**config.mk**
```make
export PLATFORM = sky130hd
export DESIGN_NAME = bp_update_ctrl
export DESIGN_NICKNAME = d
export VERILOG_FILES = /design/src/rtl/bp_pkg.sv /design/src/rtl/bp_upd_fifo.sv /design/src/rtl/bp_update_ctrl.sv
export SDC_FILE = /design/constraint.sdc
export NUM_CORES = 1
export LEC_CHECK = 0
export BUFFER_PORTS_ARGS = -buffer_cell sky130_fd_sc_hd__buf_2
export CAP_MARGIN = 10
export CORE_MARGIN = 10
export CORE_UTILIZATION = 55
export DETAILED_ROUTE_END_ITERATION = 10
export PLACE_DENSITY = 0.81
export SLEW_MARGIN = 20
export SYNTH_ARGS = -nofsm -noshare
export SYNTH_HDL_FRONTEND = slang
export SYNTH_SLANG_ARGS = --single-unit
```
**constraint.sdc**
```tcl
create_clock -name clk_in -period 4.02 [get_ports clk_in]
set_input_delay 0.201 -clock clk_in [delete_from_list [all_inputs] [get_ports clk_in]]
set_output_delay 0.201 -clock clk_in [all_outputs]
set_load 0.005 [all_outputs]
```
**src/rtl/bp_pkg.sv**
```systemverilog
// ---------------------------------------------------------------------------
// bp_pkg
//
// Shared definitions for the branch-predictor update controller:
//   BP_INDEX_W     default table index width (table holds 2^BP_INDEX_W counters)
//   bp_ctr_t       2-bit saturating prediction counter
//   bp_state_t     controller state (BP_INIT sweep, BP_RUN update retire)
//   BP_INIT_STATE  counter value written by the init sweep (weakly not-taken)
//   bp_next_ctr()  counter update from the old value and the "correct" flag
// ---------------------------------------------------------------------------
package bp_pkg;

   localparam int BP_INDEX_W = 7;

   typedef logic [1:0] bp_ctr_t;

   typedef enum logic {
      BP_INIT = 1'b0,
      BP_RUN  = 1'b1
   } bp_state_t;

   localparam bp_ctr_t BP_INIT_STATE = 2'b01;

   // A correct prediction pushes the counter to the strong end of the
   // direction it already predicts. A wrong prediction moves it one step
   // towards the opposite direction, so a strong counter becomes weak and
   // a weak counter flips to the weak state of the other direction.
   function automatic bp_ctr_t bp_next_ctr(input bp_ctr_t old_ctr, input logic correct);
      bp_ctr_t nxt;
      if (correct) begin
         nxt = old_ctr[1] ? 2'b11 : 2'b00;
      end else begin
         case (old_ctr)
            2'b00:   nxt = 2'b01;
            2'b01:   nxt = 2'b10;
            2'b10:   nxt = 2'b01;
            default: nxt = 2'b10;
         endcase
      end
      return nxt;
   endfunction

endpackage

```
**src/rtl/bp_upd_fifo.sv**
```systemverilog
// ---------------------------------------------------------------------------
// bp_upd_fifo
//
// Small FIFO of pending branch-resolution updates, each entry holding the
// table index and the "prediction was correct" flag.
//
// Ports:
//   clk, rst_n          clock, asynchronous active-low reset
//   flush               drop every entry (wins over push and pop)
//   push, push_idx,     enqueue one entry; ignored when full
//   push_correct
//   pop                 dequeue the head; ignored when empty
//   head_idx,           head entry, valid whenever empty is low
//   head_correct
//   full, empty         occupancy flags
//
// Pointers carry one extra wrap bit: equal pointers mean empty, pointers
// that differ only in the wrap bit mean full. DEPTH must be a power of two
// and at least 2 so the low pointer bits index the storage directly.
// ---------------------------------------------------------------------------
module bp_upd_fifo
   import bp_pkg::*;
#(
   parameter int INDEX_W = BP_INDEX_W,
   parameter int DEPTH   = 4
) (
   input  logic               clk,
   input  logic               rst_n,
   input  logic               flush,
   input  logic               push,
   input  logic [INDEX_W-1:0] push_idx,
   input  logic               push_correct,
   input  logic               pop,
   output logic [INDEX_W-1:0] head_idx,
   output logic               head_correct,
   output logic               full,
   output logic               empty
);

   localparam int AW    = $clog2(DEPTH);
   localparam int PTR_W = AW + 1;

   typedef struct packed {
      logic [INDEX_W-1:0] idx;
      logic               correct;
   } entry_t;

   entry_t           mem_reg [DEPTH];
   logic [PTR_W-1:0] wr_ptr_reg;
   logic [PTR_W-1:0] wr_ptr_next;
   logic [PTR_W-1:0] rd_ptr_reg;
   logic [PTR_W-1:0] rd_ptr_next;
   logic             do_push;
   logic             do_pop;
   entry_t           head_entry;

   assign empty = (wr_ptr_reg == rd_ptr_reg);
   assign full  = (wr_ptr_reg[AW] != rd_ptr_reg[AW]) &&
                  (wr_ptr_reg[AW-1:0] == rd_ptr_reg[AW-1:0]);

   assign do_push = push && !full && !flush;
   assign do_pop  = pop && !empty && !flush;

   always_comb begin
      wr_ptr_next = wr_ptr_reg;
      rd_ptr_next = rd_ptr_reg;
      if (flush) begin
         wr_ptr_next = '0;
         rd_ptr_next = '0;
      end else begin
         if (do_push) begin
            wr_ptr_next = wr_ptr_reg + 1'b1;
         end
         if (do_pop) begin
            rd_ptr_next = rd_ptr_reg + 1'b1;
         end
      end
   end

   always_ff @(posedge clk or negedge rst_n) begin
      if (!rst_n) begin
         wr_ptr_reg <= '0;
         rd_ptr_reg <= '0;
      end else begin
         wr_ptr_reg <= wr_ptr_next;
         rd_ptr_reg <= rd_ptr_next;
      end
   end

   // Storage needs no reset: an entry is only read after it was written.
   always_ff @(posedge clk) begin
      if (do_push) begin
         mem_reg[wr_ptr_reg[AW-1:0]] <= '{idx: push_idx, correct: push_correct};
      end
   end

   // The head is read combinationally so the controller can pop, read the
   // table and register the write all in one cycle.
   assign head_entry   = mem_reg[rd_ptr_reg[AW-1:0]];
   assign head_idx     = head_entry.idx;
   assign head_correct = head_entry.correct;

endmodule

```
**src/rtl/bp_update_ctrl.sv**
```systemverilog
// ---------------------------------------------------------------------------
// bp_update_ctrl
//
// Sequences the 2-bit branch-prediction counter table. After reset or a
// clear request it sweeps every entry to INIT_STATE; afterwards it retires
// buffered ROB resolution results as one read-modify-write per cycle.
//
// Ports:
//   clk_in, rst_n_in       clock, asynchronous active-low reset
//   rdy_in                 global enable; low freezes all state
//   clear_in               re-initialise the table (flushes pending updates)
//   rob_bp_en_in           resolution update valid
//   rob_bp_correct_in      1 = prediction was correct
//   rob_bp_pc_in           PC of the resolved branch (index = pc[INDEX_W+1:2])
//   bp_rob_ready_out       update accepted this cycle when high
//   bp_busy_out            init sweep running; lookups must force not-taken
//   tbl_raddr_out          combinational table read index (FIFO head)
//   tbl_rdata_in           counter stored at tbl_raddr_out
//   tbl_we_out,            registered table write port
//   tbl_waddr_out,
//   tbl_wdata_out
//   stat_correct_out,      (BP_UPDATE_STATS_EN only) saturating counts of
//   stat_miss_out          retired correct / mispredicted updates
//
// Build option: define BP_UPDATE_STATS_EN to add the statistics counters
// and their output ports.
// ---------------------------------------------------------------------------
module bp_update_ctrl
   import bp_pkg::*;
#(
   parameter int         INDEX_W    = BP_INDEX_W,
   parameter int         ADDR_W     = 32,
   parameter int         FIFO_DEPTH = 4,
   parameter logic [1:0] INIT_STATE = BP_INIT_STATE
) (
   input  logic               clk_in,
   input  logic               rst_n_in,
   input  logic               rdy_in,
   input  logic               clear_in,
   input  logic               rob_bp_en_in,
   input  logic               rob_bp_correct_in,
   input  logic [ADDR_W-1:0]  rob_bp_pc_in,
   output logic               bp_rob_ready_out,
   output logic               bp_busy_out,
   output logic [INDEX_W-1:0] tbl_raddr_out,
   input  logic [1:0]         tbl_rdata_in,
   output logic               tbl_we_out,
   output logic [INDEX_W-1:0] tbl_waddr_out,
   output logic [1:0]         tbl_wdata_out
`ifdef BP_UPDATE_STATS_EN
   ,
   output logic [31:0]        stat_correct_out,
   output logic [31:0]        stat_miss_out
`endif
);

   bp_state_t          state_reg;
   bp_state_t          state_next;
   logic [INDEX_W-1:0] sweep_idx_reg;
   logic [INDEX_W-1:0] sweep_idx_next;
   logic               we_reg;
   logic               we_next;
   logic [INDEX_W-1:0] waddr_reg;
   logic [INDEX_W-1:0] waddr_next;
   bp_ctr_t            wdata_reg;
   bp_ctr_t            wdata_next;

   logic               fifo_push;
   logic               fifo_pop;
   logic               fifo_flush;
   logic               fifo_full;
   logic               fifo_empty;
   logic [INDEX_W-1:0] head_idx;
   logic               head_correct;
   logic [INDEX_W-1:0] push_idx;
   bp_ctr_t            old_ctr;

   // PC bits outside the index field carry no information for the table.
   logic               unused_pc_bits;
   assign unused_pc_bits = ^{rob_bp_pc_in[ADDR_W-1:INDEX_W+2], rob_bp_pc_in[1:0]};

   assign push_idx = rob_bp_pc_in[INDEX_W+1:2];

   // -----------------------------------------------------------------------
   // ROB handshake. The reset term keeps ready low while reset is asserted,
   // even though the FIFO already reads empty.
   // -----------------------------------------------------------------------
   assign bp_rob_ready_out = rst_n_in && rdy_in && !fifo_full && !clear_in;
   assign fifo_push        = rob_bp_en_in && bp_rob_ready_out;

   bp_upd_fifo #(
      .INDEX_W (INDEX_W),
      .DEPTH   (FIFO_DEPTH)
   ) u_fifo (
      .clk          (clk_in),
      .rst_n        (rst_n_in),
      .flush        (fifo_flush),
      .push         (fifo_push),
      .push_idx     (push_idx),
      .push_correct (rob_bp_correct_in),
      .pop          (fifo_pop),
      .head_idx     (head_idx),
      .head_correct (head_correct),
      .full         (fifo_full),
      .empty        (fifo_empty)
   );

   assign tbl_raddr_out = head_idx;

   // The table only sees a registered write one cycle after it was
   // computed, so a pop of the index being written right now must take the
   // in-flight value instead of the stale table contents.
   assign old_ctr = (we_reg && (waddr_reg == head_idx)) ? wdata_reg : tbl_rdata_in;

   // -----------------------------------------------------------------------
   // Next-state / write-port logic
   // -----------------------------------------------------------------------
   always_comb begin
      state_next     = state_reg;
      sweep_idx_next = sweep_idx_reg;
      we_next        = 1'b0;
      waddr_next     = waddr_reg;
      wdata_next     = wdata_reg;
      fifo_pop       = 1'b0;
      fifo_flush     = 1'b0;

      if (rdy_in) begin
         if (clear_in) begin
            // A write registered last cycle is already on the port and
            // still lands; nothing new is registered this cycle.
            fifo_flush     = 1'b1;
            sweep_idx_next = '0;
            state_next     = BP_INIT;
         end else if (state_reg == BP_INIT) begin
            we_next        = 1'b1;
            waddr_next     = sweep_idx_reg;
            wdata_next     = INIT_STATE;
            sweep_idx_next = sweep_idx_reg + 1'b1;
            if (sweep_idx_reg == {INDEX_W{1'b1}}) begin
               state_next = BP_RUN;
            end
         end else if (!fifo_empty) begin
            fifo_pop   = 1'b1;
            we_next    = 1'b1;
            waddr_next = head_idx;
            wdata_next = bp_next_ctr(old_ctr, head_correct);
         end
      end
   end

   // Leaving BP_INIT happens on the same edge that registers the last sweep
   // write, so busy drops exactly when the final sweep write is presented.
   always_ff @(posedge clk_in or negedge rst_n_in) begin
      if (!rst_n_in) begin
         state_reg     <= BP_INIT;
         sweep_idx_reg <= '0;
         we_reg        <= 1'b0;
         waddr_reg     <= '0;
         wdata_reg     <= '0;
      end else begin
         state_reg     <= state_next;
         sweep_idx_reg <= sweep_idx_next;
         we_reg        <= we_next;
         waddr_reg     <= waddr_next;
         wdata_reg     <= wdata_next;
      end
   end

   assign bp_busy_out   = (state_reg == BP_INIT);
   assign tbl_we_out    = we_reg;
   assign tbl_waddr_out = waddr_reg;
   assign tbl_wdata_out = wdata_reg;

`ifdef BP_UPDATE_STATS_EN
   // -----------------------------------------------------------------------
   // Retired-update statistics, saturating, cleared with the table.
   // -----------------------------------------------------------------------
   logic [31:0] stat_correct_reg;
   logic [31:0] stat_miss_reg;

   always_ff @(posedge clk_in or negedge rst_n_in) begin
      if (!rst_n_in) begin
         stat_correct_reg <= '0;
         stat_miss_reg    <= '0;
      end else if (rdy_in && clear_in) begin
         stat_correct_reg <= '0;
         stat_miss_reg    <= '0;
      end else if (fifo_pop) begin
         if (head_correct) begin
            if (stat_correct_reg != 32'hFFFF_FFFF) begin
               stat_correct_reg <= stat_correct_reg + 32'd1;
            end
         end else begin
            if (stat_miss_reg != 32'hFFFF_FFFF) begin
               stat_miss_reg <= stat_miss_reg + 32'd1;
            end
         end
      end
   end

   assign stat_correct_out = stat_correct_reg;
   assign stat_miss_out    = stat_miss_reg;
`endif

endmodule

```
==> reports/summary.log <==
qor: status.outcome completed
qor: sta.hold_viol_final 0
qor: layout.post_route_cells_drive_above_1_share 21.6%
qor: layout.footprint_of_the_flip_flops_and_latches 1560 um2
qor: drt.drt_pass1_iterations 5
qor: worst_setup_path.crit_path_top_delay_cell dfrtp_1
qor: global_routing.grt_first_pass_wirelength 8840 um
qor: power.peakVddDrop 0.209 mV
qor: power.cell_internal_pwr 807 uW
qor: sta.skew 0.0102 ns
qor: worst_setup_path.timing.critical_path.arrival 2.53 ns
qor: placement.hpwlAfterDp 3850 um
qor: worst_setup_path.critical_path.startpoint_type flop
qor: global_routing.gr-total-overflow 0
qor: sta.grt_setup_unrepaired false
qor: clocking.clkTransAtPathRegs 0.11 ns
qor: yosys.asyncSetResetFlopFracSynth 42.9%
qor: placement.dpl-instance-area 2920 um2
qor: yosys.synth_cell_types 45
qor: clocking.post_cts_resize_count 0
qor: power.power.static_leakage 0.00115 uW
qor: yosys.synth_flop_cell edfxtp_1
qor: clocking.cts-root-buf clkbuf_8
qor: drt.drcViolationCount 0
qor: yosys.post_synth_instance_area 2710 um2
qor: yosys.ys_ff_latch 56
qor: global_routing.maximum_number_of_pins_on_one_net_before_global_route_repair 26
qor: layout.largest_register_ffs 32
qor: global_routing.vias_in_the_first_global_route 1706
qor: sta.fin_hold_ws 0.0908 ns
qor: layout.antenna_cells 0
qor: clocking.clock_sinks 56
qor: sta.max_clock_freq 390 MHz
qor: floorplan.initial_core_util 57.0%
qor: layout.nets 290
qor: yosys.sequential_cell_area_fraction_in_the_yosys_report 57.6%
qor: layout.filler_cell_count 367
qor: power.power_frac_comb 10.2%
qor: yosys.area_fraction_of_the_dominant_cell_type_after_synthesis 35.4%
qor: sta.slew_violations 0
qor: drt.route.detailed.wl_per_inst 17.1 um
qor: clocking.post_cts_hold_buffer_count 1
qor: worst_setup_path.critPathCaptureType flop
qor: clocking.h-tree-depth 2
qor: yosys.synth_largest_area_cell edfxtp_1
qor: floorplan.floorplan.die.height 90.2 um
qor: clocking.insertion_delay 0.32 ns
qor: floorplan.ios 59
qor: clocking.tritoncts done
qor: floorplan.die_area 8140 um2
qor: worst_setup_path.cpLargestDelayFamily flip-flops
qor: floorplan.number_of_placement_rows 25
qor: floorplan.core_region_area 4750 um2
qor: worst_setup_path.cp_max_fo 16
qor: power.power.share.clock 29.4%
qor: drt.num_vias 1721
qor: sta.layout_worst_path_cycle_share 63.8%
qor: job.max_cap_viol 0
qor: sta.setup_viol 0
qor: power.power.share.sequential 60.4%
qor: drt.routed_via_density 5.52
qor: worst_setup_path.cpPeakStageDelay 0.86 ns
qor: layout.multiInputGateArea 1080 um2
qor: yosys.most_common_cell_in_the_netlist edfxtp_1
qor: worst_setup_path.timing.critical_path.cells xnor2_1 -> a311oi_1 -> and3_1
qor: yosys.synthTopCellsByArea edfxtp_1 (35%), dfrtp_1 (22%), mux2i_1 (8.1%)
qor: floorplan.die_w 90.2 um
qor: clocking.post-cts-setup-buffer-count 0
qor: layout.stdcell_area 3020 um2
qor: layout.area.growth.synth_to_final 11.4%
qor: yosys.synth_cells 210
qor: sta.finalWorstPathRequiredPeriod 2.56 ns
qor: worst_setup_path.path_buf_inv 0
qor: min_path.hold_path_class primary input to flop
qor: power.power_per_cell_area 360 nW/um2
qor: sta.worstMarginPinSlew 0.780 ns
qor: power.p_sw_share 25.9%
qor: drt.detail_route.iter0.violations 113
qor: global_routing.grt_antenna_before_repair 0
qor: worst_setup_path.critical_path_required 3.99 ns
qor: sta.setup_tns 0 ns
qor: clocking.cts.path.max_buffers 2
qor: yosys.synth_nets 256
qor: drt.drt_wl_total 5330 um
qor: yosys.synth_enable_flop_cells 32
qor: placement.io_buffers 33
qor: yosys.synth_warnings 0
qor: power.switchingPower 281 uW
qor: global_routing.grt_usage 13.4%
qor: worst_setup_path.criticalPathCategory flop to flop
qor: yosys.synth.cells.most_frequent edfxtp_1 (32), dfrtp_1 (24), nor2_1 (24)
qor: placement.gp_routability_congestion 0.810
qor: drt.ant_nets 0
qor: yosys.synthesis.area_per_instance 12.9 um2
qor: clocking.numCtsBuffers 5
qor: sta.relSlewSlack 48.0%
## layout make-up
| cell class | count | share of cell area [%] |
|---|---|---|
| Multi-Input combinational cell | 139 | 35.6 |
| Clock buffer | 5 | 2.28 |
| Inverter | 8 | 0.994 |
| Sequential cell | 56 | 51.7 |
| Tap cell | 67 | 2.78 |
| Clock inverter | 3 | 0.828 |
| Timing Repair Buffer | 34 | 5.80 |
## metrics by stage
| step | worst slack [ns] | util, % | power [uW] | instances |
|---|---|---|---|---|
| CTS | 1.37 | 63.5 | 1100 | 312 |
| finish | 1.46 | 63.5 | 1090 | 312 |
| global route | 1.19 | 63.5 | 1140 | 312 |
| global placement | 1.52 | 61.3 | 776 | 303 |
| floorplan | 2.00 | - | 731 | 210 |
| detailed placement | 1.44 | 61.3 | 781 | 303 |
## path summary, 6_finish.rpt
| check | start | slack, ns | end | depth (start not counted) |
|---|---|---|---|---|
| worst min register to register | u_fifo.rd_ptr_reg[2] | 0.57 | u_fifo.rd_ptr_reg[2] | 2 |
| min in group asynchronous | rst_n_in | 0.40 | sweep_idx_reg[1] | 2 |
| worst max register to register | u_fifo.rd_ptr_reg[1] | 1.46 | u_fifo.mem_reg[3][4] | 3 |
| max in group asynchronous | rst_n_in | 3.24 | u_fifo.wr_ptr_reg[2] | 2 |
| worst min-delay path | rob_bp_pc_in[8] | 0.09 | u_fifo.mem_reg[1][7] | 1 |
| worst max-delay path | u_fifo.rd_ptr_reg[1] | 1.46 | u_fifo.mem_reg[3][4] | 3 |
## kinds of logic (layout without fill, tap and decap cells)
family / count (synthesis) / in the layout / synth area share, %
flops: 56 / 56 / 57.6
simple gates: 55 / 55 / 10.7
compound gates: 34 / 34 / 9.18
mux: 26 / 26 / 11.3
xor+xnor: 18 / 18 / 5.81
buf+inv: 15 / 50 / 2.72
fa+ha+maj: 6 / 6 / 2.77
## power groups by stage
stage | Combinational (uW) | Clock [uW] | Sequential [uW]
after floorplan | 67.0 | 0 | 664
after global placement | 108 | 0 | 669
after detailed placement | 112 | 0 | 669
after CTS | 112 | 330 | 657
after global routing | 127 | 350 | 661
final | 111 | 320 | 658
## per-layer routing
layer | up-vias | track usage [%] | part of all wire (%)
met5 | - | 0 | 0
met4 | 0 | 5.31 | 1.1
met3 | 4 | 3.66 | 5.6
met2 | 54 | 21.3 | 49
met1 | 829 | 16.8 | 44
li1 | 834 | - | -
## cell usage in the layout, fill, tap and decap left out, drive strengths merged, types with 2 or more instances in the layout
| cell type | instances |
|---|---|
| mux2i | 23 |
| xor2 | 9 |
| nand2 | 8 |
| nand4 | 2 |
| mux4 | 3 |
| xnor2 | 9 |
| nand2b | 2 |
| or3 | 2 |
| dfrtp | 24 |
| o2bb2ai | 2 |
| nor2 | 24 |
| and3 | 6 |
| ha | 6 |
| nand3 | 3 |
| nand3b | 2 |
| inv | 10 |
| a21oi | 16 |
| a311oi | 2 |
| buf | 33 |
| and2 | 3 |
| clkbuf | 5 |
| o21ai | 3 |
| edfxtp | 32 |
## worst register-to-register path, stage by stage (launching register included)
cell and delay (ns):
dfrtp_1 0.86, xnor2_1 0.17, a311oi_1 0.64, and3_1 0.54
Power figures use the tool's default switching activity.
